## src/rtl/ipv4_decoder_if.sv

```systemverilog
// ----------------------------------------------------------------------------
// ipv4_decoder_if
//   Groups the word stream into the IPv4 decoder together with the payload
//   stream and pseudo-header fields it hands to the TCP/UDP decoders.
//
//   Upstream side : data[31:0], start
//   Downstream    : data_out[31:0], start_out, wr_en, fin,
//                   src_ip[31:0], dest_ip[31:0], len_tcp[15:0], protocol[7:0],
//                   tcp_sel, udp_sel
//   Status        : ok, err[3:0] {bad_checksum, bad_length, fragment,
//                   bad_version_or_ihl}
//
//   master : the datagram source (drives data/start, observes the rest)
//   slave  : the decoder
// ----------------------------------------------------------------------------
interface ipv4_decoder_if;
    logic [31:0] data;
    logic        start;
    logic [31:0] src_ip;
    logic [31:0] dest_ip;
    logic [15:0] len_tcp;
    logic [7:0]  protocol;
    logic [31:0] data_out;
    logic        start_out;
    logic        wr_en;
    logic        tcp_sel;
    logic        udp_sel;
    logic        ok;
    logic [3:0]  err;
    logic        fin;

    modport master (
        output data, start,
        input  src_ip, dest_ip, len_tcp, protocol, data_out, start_out,
               wr_en, tcp_sel, udp_sel, ok, err, fin
    );

    modport slave (
        input  data, start,
        output src_ip, dest_ip, len_tcp, protocol, data_out, start_out,
               wr_en, tcp_sel, udp_sel, ok, err, fin
    );
endinterface

```

## src/rtl/ipv4_decoder.sv

```systemverilog
// ----------------------------------------------------------------------------
// ipv4_decoder
//   Parses and validates an IPv4 header arriving as 32-bit big-endian words
//   (one per cycle, first word flagged by start), checks the header checksum,
//   then forwards the transport payload with a one-cycle latency together
//   with the pseudo-header fields the TCP/UDP decoders need. Datagrams that
//   fail validation, or carry a protocol other than TCP/UDP, are consumed
//   silently apart from a single fin pulse.
//
//   Ports
//     clk    : rising-edge clock
//     reset  : synchronous, active-low reset
//     bus    : ipv4_decoder_if.slave (see interface header for signals)
//
//   Parameter
//     MAX_IHL : largest accepted IHL in 32-bit words (5..15)
// ----------------------------------------------------------------------------
module ipv4_decoder #(
    parameter int MAX_IHL = 15
) (
    input  logic           clk,
    input  logic           reset,
    ipv4_decoder_if.slave  bus
);

    typedef enum logic [2:0] {IDLE, HDR, OPT, PAY, DROP} state_t;

    localparam logic [4:0] MAX_IHL_W = 5'(MAX_IHL);

    state_t      state_q, state_d;
    logic [3:0]  hdr_idx_q, hdr_idx_d;
    logic [3:0]  ihl_q, ihl_d;
    logic [13:0] rem_q, rem_d;
    logic [15:0] csum_q, csum_d;
    logic        first_q, first_d;

    logic [31:0] src_ip_q, src_ip_d;
    logic [31:0] dest_ip_q, dest_ip_d;
    logic [15:0] len_tcp_q, len_tcp_d;
    logic [7:0]  protocol_q, protocol_d;
    logic [31:0] data_out_q, data_out_d;
    logic        start_out_q, start_out_d;
    logic        wr_en_q, wr_en_d;
    logic        tcp_sel_q, tcp_sel_d;
    logic        udp_sel_q, udp_sel_d;
    logic        ok_q, ok_d;
    logic [3:0]  err_q, err_d;
    logic        fin_q, fin_d;

    // Word-0 field decode, only meaningful when the current word is word 0.
    logic [3:0]  w_ver;
    logic [3:0]  w_ihl;
    logic [15:0] w_total;
    logic [15:0] w_four_ihl;
    logic        bad_ver;
    logic        bad_len;
    logic [14:0] tot_words;
    logic [13:0] pay_words;

    assign w_ver      = bus.data[31:28];
    assign w_ihl      = bus.data[27:24];
    assign w_total    = bus.data[15:0];
    assign w_four_ihl = {10'd0, w_ihl, 2'b00};
    assign bad_ver    = (w_ver != 4'd4) || (w_ihl < 4'd5) || ({1'b0, w_ihl} > MAX_IHL_W);
    assign bad_len    = w_total < w_four_ihl;
    // ceil(total_length / 4) and ceil(len_tcp / 4) without a wide adder.
    assign tot_words  = {1'b0, w_total[15:2]} + 15'(|w_total[1:0]);
    assign pay_words  = len_tcp_q[15:2] + 14'(|len_tcp_q[1:0]);

    // One's-complement 16-bit add: 17-bit sum with the carry wrapped back in.
    function automatic logic [15:0] add1c(input logic [15:0] a, input logic [15:0] b);
        logic [16:0] s;
        s = {1'b0, a} + {1'b0, b};
        return s[15:0] + {15'd0, s[16]};
    endfunction

    logic [3:0]  idx;
    logic [15:0] csum_new;
    logic        known_proto;

    // NOTE: every signal driven here gets a default first, so no path through
    // the block leaves one unassigned and no latch is inferred.
    always_comb begin
        state_d     = state_q;
        hdr_idx_d   = hdr_idx_q;
        ihl_d       = ihl_q;
        rem_d       = rem_q;
        csum_d      = csum_q;
        first_d     = first_q;
        src_ip_d    = src_ip_q;
        dest_ip_d   = dest_ip_q;
        len_tcp_d   = len_tcp_q;
        protocol_d  = protocol_q;
        data_out_d  = data_out_q;
        tcp_sel_d   = tcp_sel_q;
        udp_sel_d   = udp_sel_q;
        err_d       = err_q;
        start_out_d = 1'b0;
        wr_en_d     = 1'b0;
        ok_d        = 1'b0;
        fin_d       = 1'b0;
        idx         = hdr_idx_q;
        csum_new    = csum_q;
        known_proto = 1'b0;

        // start wins in every state: it aborts whatever was in flight (no fin)
        // and this word is parsed as header word 0.
        if (bus.start || state_q == HDR || state_q == OPT) begin
            idx       = bus.start ? 4'd0 : hdr_idx_q;
            csum_new  = add1c(add1c(bus.start ? 16'd0 : csum_q, bus.data[31:16]),
                              bus.data[15:0]);
            csum_d    = csum_new;
            hdr_idx_d = idx + 4'd1;
            state_d   = (idx >= 4'd4) ? OPT : HDR;

            if (bus.start) begin
                err_d     = 4'd0;
                tcp_sel_d = 1'b0;
                udp_sel_d = 1'b0;
                first_d   = 1'b0;
            end

            case (idx)
                4'd0: begin
                    ihl_d     = w_ihl;
                    err_d[0]  = bad_ver;
                    err_d[2]  = bad_len;
                    len_tcp_d = bad_len ? 16'd0 : w_total - w_four_ihl;
                    // Malformed word 0: drop at once, no point waiting for the
                    // checksum. Word 0 itself is already consumed.
                    if (bad_ver || bad_len) begin
                        fin_d   = 1'b1;
                        rem_d   = 14'(tot_words - 15'd1);
                        state_d = (tot_words > 15'd1) ? DROP : IDLE;
                    end
                end
                4'd1: err_d[1] = bus.data[13] || (bus.data[12:0] != 13'd0);
                4'd2: protocol_d = bus.data[23:16];
                4'd3: src_ip_d = bus.data;
                4'd4: dest_ip_d = bus.data;
                default: ;
            endcase

            // Last header word (IHL >= 5 here, so idx 0 is never the last).
            if (idx != 4'd0 && idx == ihl_q - 4'd1) begin
                err_d[3]    = (csum_new != 16'hFFFF);
                known_proto = (protocol_q == 8'd6) || (protocol_q == 8'd17);
                rem_d       = pay_words;
                if (err_d[3] || err_d[1] || !known_proto) begin
                    fin_d   = 1'b1;
                    state_d = (pay_words != 14'd0) ? DROP : IDLE;
                end else begin
                    ok_d      = 1'b1;
                    tcp_sel_d = (protocol_q == 8'd6);
                    udp_sel_d = (protocol_q == 8'd17);
                    first_d   = 1'b1;
                    if (pay_words == 14'd0) begin
                        fin_d   = 1'b1;
                        state_d = IDLE;
                    end else begin
                        state_d = PAY;
                    end
                end
            end
        end else if (state_q == PAY) begin
            data_out_d  = bus.data;
            wr_en_d     = 1'b1;
            start_out_d = first_q;
            first_d     = 1'b0;
            rem_d       = rem_q - 14'd1;
            if (rem_q == 14'd1) begin
                fin_d   = 1'b1;
                state_d = IDLE;
            end
        end else if (state_q == DROP) begin
            rem_d = rem_q - 14'd1;
            if (rem_q == 14'd1) begin
                state_d = IDLE;
            end
        end
    end

    // NOTE: reset is sampled on the clock edge only (no async sensitivity),
    // and all state uses non-blocking assignments so every register sees the
    // pre-edge values of the others.
    always_ff @(posedge clk) begin
        if (!reset) begin
            state_q     <= IDLE;
            hdr_idx_q   <= 4'd0;
            ihl_q       <= 4'd0;
            rem_q       <= 14'd0;
            csum_q      <= 16'd0;
            first_q     <= 1'b0;
            src_ip_q    <= 32'd0;
            dest_ip_q   <= 32'd0;
            len_tcp_q   <= 16'd0;
            protocol_q  <= 8'd0;
            data_out_q  <= 32'd0;
            start_out_q <= 1'b0;
            wr_en_q     <= 1'b0;
            tcp_sel_q   <= 1'b0;
            udp_sel_q   <= 1'b0;
            ok_q        <= 1'b0;
            err_q       <= 4'd0;
            fin_q       <= 1'b0;
        end else begin
            state_q     <= state_d;
            hdr_idx_q   <= hdr_idx_d;
            ihl_q       <= ihl_d;
            rem_q       <= rem_d;
            csum_q      <= csum_d;
            first_q     <= first_d;
            src_ip_q    <= src_ip_d;
            dest_ip_q   <= dest_ip_d;
            len_tcp_q   <= len_tcp_d;
            protocol_q  <= protocol_d;
            data_out_q  <= data_out_d;
            start_out_q <= start_out_d;
            wr_en_q     <= wr_en_d;
            tcp_sel_q   <= tcp_sel_d;
            udp_sel_q   <= udp_sel_d;
            ok_q        <= ok_d;
            err_q       <= err_d;
            fin_q       <= fin_d;
        end
    end

    assign bus.src_ip    = src_ip_q;
    assign bus.dest_ip   = dest_ip_q;
    assign bus.len_tcp   = len_tcp_q;
    assign bus.protocol  = protocol_q;
    assign bus.data_out  = data_out_q;
    assign bus.start_out = start_out_q;
    assign bus.wr_en     = wr_en_q;
    assign bus.tcp_sel   = tcp_sel_q;
    assign bus.udp_sel   = udp_sel_q;
    assign bus.ok        = ok_q;
    assign bus.err       = err_q;
    assign bus.fin       = fin_q;

endmodule

```

## src/flat_wrapper.sv

```systemverilog
// flat-port wrapper written by rule: the top's interface ports become plain ports
module ipv4_decoder_flat 
#(
    parameter int MAX_IHL = 15
)
  (clk, reset, bus_data, bus_start, bus_src_ip, bus_dest_ip, bus_len_tcp, bus_protocol, bus_data_out, bus_start_out, bus_wr_en, bus_tcp_sel, bus_udp_sel, bus_ok, bus_err, bus_fin);
  ipv4_decoder_if bus_i ();
  input  logic clk;
  input  logic reset;
  input wire logic [$bits(bus_i.data)-1:0] bus_data;
  input wire logic [$bits(bus_i.start)-1:0] bus_start;
  output wire logic [$bits(bus_i.src_ip)-1:0] bus_src_ip;
  output wire logic [$bits(bus_i.dest_ip)-1:0] bus_dest_ip;
  output wire logic [$bits(bus_i.len_tcp)-1:0] bus_len_tcp;
  output wire logic [$bits(bus_i.protocol)-1:0] bus_protocol;
  output wire logic [$bits(bus_i.data_out)-1:0] bus_data_out;
  output wire logic [$bits(bus_i.start_out)-1:0] bus_start_out;
  output wire logic [$bits(bus_i.wr_en)-1:0] bus_wr_en;
  output wire logic [$bits(bus_i.tcp_sel)-1:0] bus_tcp_sel;
  output wire logic [$bits(bus_i.udp_sel)-1:0] bus_udp_sel;
  output wire logic [$bits(bus_i.ok)-1:0] bus_ok;
  output wire logic [$bits(bus_i.err)-1:0] bus_err;
  output wire logic [$bits(bus_i.fin)-1:0] bus_fin;
  assign bus_i.data = bus_data;
  assign bus_i.start = bus_start;
  assign bus_src_ip = bus_i.src_ip;
  assign bus_dest_ip = bus_i.dest_ip;
  assign bus_len_tcp = bus_i.len_tcp;
  assign bus_protocol = bus_i.protocol;
  assign bus_data_out = bus_i.data_out;
  assign bus_start_out = bus_i.start_out;
  assign bus_wr_en = bus_i.wr_en;
  assign bus_tcp_sel = bus_i.tcp_sel;
  assign bus_udp_sel = bus_i.udp_sel;
  assign bus_ok = bus_i.ok;
  assign bus_err = bus_i.err;
  assign bus_fin = bus_i.fin;
  ipv4_decoder #(.MAX_IHL(MAX_IHL)) u_core (.clk(clk), .reset(reset), .bus(bus_i));
endmodule
```

## config.mk

```make
export PLATFORM = sky130hd
export DESIGN_NAME = ipv4_decoder_flat
export DESIGN_NICKNAME = d
export VERILOG_FILES = /design/src/rtl/ipv4_decoder_if.sv /design/src/rtl/ipv4_decoder.sv /design/src/flat_wrapper.sv
export SDC_FILE = /design/constraint.sdc
export NUM_CORES = 1
export LEC_CHECK = 0
export BUFFER_PORTS_ARGS = -buffer_cell sky130_fd_sc_hd__buf_2
export CORE_MARGIN = 2
export CORE_UTILIZATION = 52
export DETAILED_ROUTE_END_ITERATION = 10
export GPL_TIMING_DRIVEN = 0
export PLACE_DENSITY = 0.75
export SLEW_MARGIN = 5
export SYNTH_ARGS = -nofsm -noshare
export SYNTH_HDL_FRONTEND = slang
export SYNTH_SLANG_ARGS = --single-unit
```

## constraint.sdc

```tcl
create_clock -name clk -period 9.9 [get_ports clk]
set_input_delay 1.98 -clock clk [delete_from_list [all_inputs] [get_ports clk]]
set_output_delay 1.98 -clock clk [all_outputs]
set_load 0.01 [all_outputs]
```

### Word level (Yosys, flattened, before mapping)

Index checks and enable logic that the tools add are counted.

| word-level totals | value |
|---|---|
| flip-flop bits (word level) | 172 |
| input bits | 35 |
| output and inout bits | 130 |
| word-level logic and storage cells | 134 |

| cells by class | value |
|---|---|
| add/subtract/negate cells | 11 |
| $lt $le $gt $ge | 4 |
| equality and inequality tests | 16 |
| muxes and demuxes | 48 |
| bitwise operators | 3 |
| reduce and logical (&&, ||, !) cells | 32 |

Operator list:

| kind | count |
|---|---|
| two-way mux 14 bit | 6 |
| adder 16 x 16 -> 17 bit | 2 |
| adder 16 x 1 -> 16 bit | 2 |
| two-way mux 16 bit | 2 |
| two-way mux 3 bit | 10 |
| subtractor 14 x 1 -> 14 bit, second input constant | 2 |
| two-way mux 1 bit | 26 |
| < comparator 16 x 6 -> 1 bit | 1 |
| inequality test 16 bit, second input constant | 1 |
| subtractor 16 x 6 -> 16 bit | 1 |
| adder 14 x 1 -> 15 bit | 1 |
| > comparator 15 x 1 -> 1 bit, second input constant | 1 |
| adder 14 x 1 -> 14 bit | 1 |
| == test 14 x 1 -> 1 bit, second input constant | 1 |
| logical NOT 14 bit | 1 |
| AND reduction 2 bit | 7 |
| nonzero test 14 bit | 1 |
| nonzero test 13 bit | 1 |
| == test 4 x 2 -> 1 bit, second input constant | 2 |
| == test 8 x 3 -> 1 bit, second input constant | 1 |
| == test 8 x 5 -> 1 bit, second input constant | 1 |
| logical OR 1 bit | 8 |
| two-way mux 4 bit | 2 |
| == test 3 x 2 -> 1 bit, second input constant | 2 |
| other kinds (22) | 31 |

### Logic depth before layout (Yosys ltp)

| logic depth | value |
|---|---|
| word-level depth | 11 |
| mapped depth | 42 |
| mapped depth without buffers | 39 |

### Worst setup path before layout

OpenSTA, ideal clock, no wires.

| path | value |
|---|---|
| path type | input port to flip-flop |
| start point | in bus_start |
| end point | reg u_core.tcp_sel_q, in the netlist u_core.bus.tcp_sel |
| setup time | 0.060 ns |
| data arrival time | 9.422 ns |
| required time | 9.840 ns |
| setup slack | 0.418 ns |
| stages | 42 |
| path buffers | 3 |
| cells stage by stage | buf_2 -> clkbuf_1 -> buf_1 -> nor2b_1 -> ha_1 -> inv_1 -> fa_1 -> nand2b_1 -> a21oi_1 -> o31a_1 -> o311ai_0 -> nand2_1 -> a221o_1 -> a21o_1 -> a21o_1 -> ha_1 -> ha_1 -> and3_1 -> [... 6 more ...] -> nand2_1 -> a211oi_1 -> o21a_1 -> o21a_1 -> o21a_1 -> o21ai_0 -> nand2b_1 -> ha_1 -> ha_1 -> and2_1 -> nor3b_2 -> nand4_1 -> nor3_1 -> a21oi_1 -> nor4b_2 -> and4_1 -> nand3_1 -> nand2_1 |

| on the way | value |
|---|---|
| longest elaborated chain between the ends | 10 |
| elaborated cells between the ends (all ways) | 21 |
| those cells by class | add/sub: 4; eq/ne: 3; mux: 8; reduce/logical: 6 |

Ends and longest elaborated chain:

| what | RTL line | RTL |
|---|---|---|
| start, declared | flat_wrapper.sv:11 | `input wire logic [$bits(bus_i.start)-1:0] bus_start;` |
| two-way mux 16 bit | ipv4_decoder.sv:110 | `csum_new = add1c(add1c(bus.start ? 16'd0 : csum_q, bus.data[31:16]),` |
| adder 16 x 16 -> 17 bit | ipv4_decoder.sv:73 | `s = {1'b0, a} + {1'b0, b};` |
| adder 16 x 1 -> 16 bit | ipv4_decoder.sv:74 | `return s[15:0] + {15'd0, s[16]};` |
| adder 16 x 16 -> 17 bit | ipv4_decoder.sv:73 |  |
| adder 16 x 1 -> 16 bit | ipv4_decoder.sv:74 |  |
| inequality test 16 bit | ipv4_decoder.sv:146 | `err_d[3] = (csum_new != 16'hFFFF);` |
| logical OR 1 bit (2 in a row) | ipv4_decoder.sv:149 | `if (err_d[3] \|\| err_d[1] \|\| !known_proto) begin` |
| two-way mux 1 bit | ipv4_decoder.sv:149 |  |
| two-way mux 1 bit | ipv4_decoder.sv:145 | `if (idx != 4'd0 && idx == ihl_q - 4'd1) begin` |
| end signal, assigned | ipv4_decoder.sv:220 | `tcp_sel_q <= tcp_sel_d;` |
| end, declared | ipv4_decoder.sv:44 | `logic tcp_sel_q, tcp_sel_d;` |

Parallel ways exist; a longest one is shown, timed or not. The select of a mux whose other input is x is not followed.
A chain may end at the register's enable or synchronous reset.

### Worst setup path in the final report

Same ends and word-level chain as after synthesis.

==> flow_summary.toml <==
[grt]
grt_max_degree = 22
antenna_found_initial = 0
grt_pass1_wl_um = 54800
gr-total-overflow = 0
grt_pass1_vias = 10041
track_usage = 0.326

[yosys]
yosysWarnings = 0
async_reset_ff_frac = 0
yosysUniqueCellTypes = 91
synth_most_common_cell = "nand2_1"
synth_top_area_cell = "dfxtp_1"
ys_top_cells_by_count = "nand2_1 (290), dfxtp_1 (172), a21oi_1 (157), nor2_1 (111), clkbuf_1 (72)"
netlist_area_mm2 = 0.0106
synthTopCellsByArea = "dfxtp_1 (32%), nand2_1 (10%), a21oi_1 (7.4%)"
syn_avg_cell_area_um2 = 7.61
synthCells = 1399
synth-seq-area-share = 0.324
synth_top_area_share = 0.324
syn-num-nets = 1494
synth_ff_type = "dfxtp_1"
ys_ff_latch = 172
synth-edff-count = 0

[detailed_routing]
drt-total-wl_um = 36700
drc = 0
initialDrtViolationCount = 903
dr.pass1.iters = 5
viasPerCell = 5.85
final_antenna_net_count = 0
via_count = 10945
routedWlPerCell_um = 19.6

[floorplan]
dieArea_mm2 = 0.0216
core_area_mm2 = 0.0202
ios = 165
start_util = 0.528
die_w_um = 147
die_h_um = 147
core.rowCount = 52

[final_layout]
nets = 1684
fin_util = 0.628
antenna_cells = 0
finalNonFillerCells = 1872
area_growth_syn_to_layout_pct = 19.0
drive_gt1_frac = 0.169
design_area_mm2 = 0.0127

[worst_hold_path]
min_path_cells = 2
min_path_type = "flip-flop to flip-flop"
hp-start = "u_core.csum_q[0]"

[timing]
setup_viol = 0
slew_headroom = 0.297
final.setup_skew_ns = 0.0148
worst_slack_ns = 0.269
fin_crit_sh = 0.973
report.final.slew_viol_count = 0
finalHoldViolations = 0
timing.final.crit_period_ns = 9.63
whs_ns = 0.450
worst_slew_pin_slew_ns = 1.05
max_freq_mhz = 104

[critical_path]
end_kind = "flip-flop"
cp-start-kind = "input pin"
slowest_stage = "a221o_1"
cp_slowest_stage_delay_ns = 0.35
r2r.worst_path.cells = 40
critPathRequiredTime_ns = 10.29
r2r_end = "u_core.bus.tcp_sel"
cp_max_fo = 10
critPathLaunch = "bus_start"
path_class = "input pin to flip-flop"
crit_top_cell = "ha_1"
reg2reg_from = "u_core.csum_q[0]"
endpoint = "u_core.bus.tcp_sel"
reg2reg_slack_ns = 1.94
cp.arrival_ns = 10.02

[clock_tree]
root_buffer = "clkbuf_16"
cts_tree = "done"
numCtsBuffers = 17
clkTransAtPathRegs_ns = 0.08
clk_latency_ns = 0.45
cts_buffer_depth = 2
postCtsHoldBufs = 0
cts.sink_count = 172
htreeDepth = 4

[status]
outcome = "complete, no violations"

[power]
vdd_drop_max_uv = 122
powerDensity_mw_per_mm2 = 189
leakagePower_nw = 5.29

[flow_run]
maxCapViolations = 0

[placement]
place_congestion = 0.983
dpl_cell_area_mm2 = 0.0118
io_buffers = 164
dp.cells = 1833
hpwl_um = 27200
place_ws_ns = -1.66
## through the flow
step	setup TNS, ns	power, W
finish	0	0.00239
global route	-0.642	0.00250
CTS	0	0.00231
detailed placement	-23.00	0.00160
global placement	-21.93	0.00159
floorplan	0	0.00141
## worst min path at each step
stage                       end  slack, ns
2_1_floorplan  u_core.csum_q[0]       0.43
3_3_place_gp   u_core.csum_q[0]       0.43
3_5_place_dp     u_core.first_q       0.44
4_1_cts        u_core.csum_q[0]       0.45
5_1_grt        u_core.csum_q[0]       0.46
6_report       u_core.csum_q[0]       0.45
## power by group
part / leakage, nW / switching (W) / internal, W
logic: 3.59 / 0.000565 / 0.000354
clock network: 0.304 / 0.000363 / 0.000350
registers: 1.40 / 0.0000270 / 0.000728
total: 5.29 / 0.000955 / 0.00143
## routing by layer
layer,up-vias,global-route usage,part of all wire,wire length (um)
li1,5225,-,-,-
met1,5142,0.430,0.42,15300
met2,478,0.516,0.45,16700
met3,100,0.0599,0.082,3000
met4,0,0.162,0.047,1730
met5,-,0,0,0
## placed cells by master (no fill, tap or decap), types with 9 or more instances in the layout
cell,netlist,routed
mux2i_1,15,15
a21oi_1,157,156
nor2_1,111,111
and2_1,12,11
nor3_1,37,34
inv_1,32,32
nand2b_1,16,16
and3_1,10,10
a21o_1,10,10
clkbuf_16,0,17
nand4_1,12,12
xnor2_1,63,62
nand3_1,38,37
o21a_1,11,11
buf_2,4,167
dfxtp_1,172,172
xor2_1,33,32
nor2b_1,26,26
o21ai_0,37,35
buf_4,1,12
clkbuf_1,72,69
o22ai_1,9,9
a22oi_1,13,13
nand2_1,290,290
a211oi_1,18,17
ha_1,57,54
## worst max-delay path: cells and delay by family
kind            cells  cell delay, ns
simple gates       18            3.12
compound gates     12            2.39
fa+ha+maj           7            1.54
buf+inv             5            0.75
xor+xnor            1            0.20
## cell type report
cell class | instances | area (um^2)
multi-input combinational | 1112 | 6880
inverter | 32 | 120
sequential | 172 | 3440
buffer | 80 | 344
clock inverter | 15 | 214
timing repair buffer | 174 | 896
fill | 1796 | 7510
tap | 270 | 338
clock buffer | 17 | 425
## cell families (layout without fill, tap and decap cells)
group,count (synthesis),count (layout),synth area share
XOR/XNOR,98,98,0.0821
AND/OR/NAND/NOR,611,611,0.267
AO/OA/AOI/OAI,327,327,0.197
multiplexers,16,16,0.0152
flip-flops,172,172,0.324
adder cells (fa/ha/maj),60,60,0.0727
buffers and inverters,115,318,0.0429
## sequential cells by signal (all words and copies together), names as in the netlist
name / cells
u_core.bus.wr_en: 1
u_core.rem_q: 14
u_core.bus.start_out: 1
u_core.bus.protocol: 8
u_core.hdr_idx_q: 4
u_core.bus.fin: 1
u_core.bus.err: 4
u_core.bus.ok: 1
u_core.bus.dest_ip: 32
u_core.bus.len_tcp: 16
u_core.ihl_q: 4
u_core.bus.tcp_sel: 1
u_core.bus.data_out: 32
u_core.csum_q: 16
u_core.first_q: 1
u_core.bus.udp_sel: 1
u_core.bus.src_ip: 32
u_core.state_q: 3
## repair_timing
item | in CTS | in global routing
buffers inserted | 0 | 10
gates resized for setup | 8 | 28
pin swaps | 0 | 6
setup endpoints to repair | 18 | 13
Power figures use the tool's default switching activity.
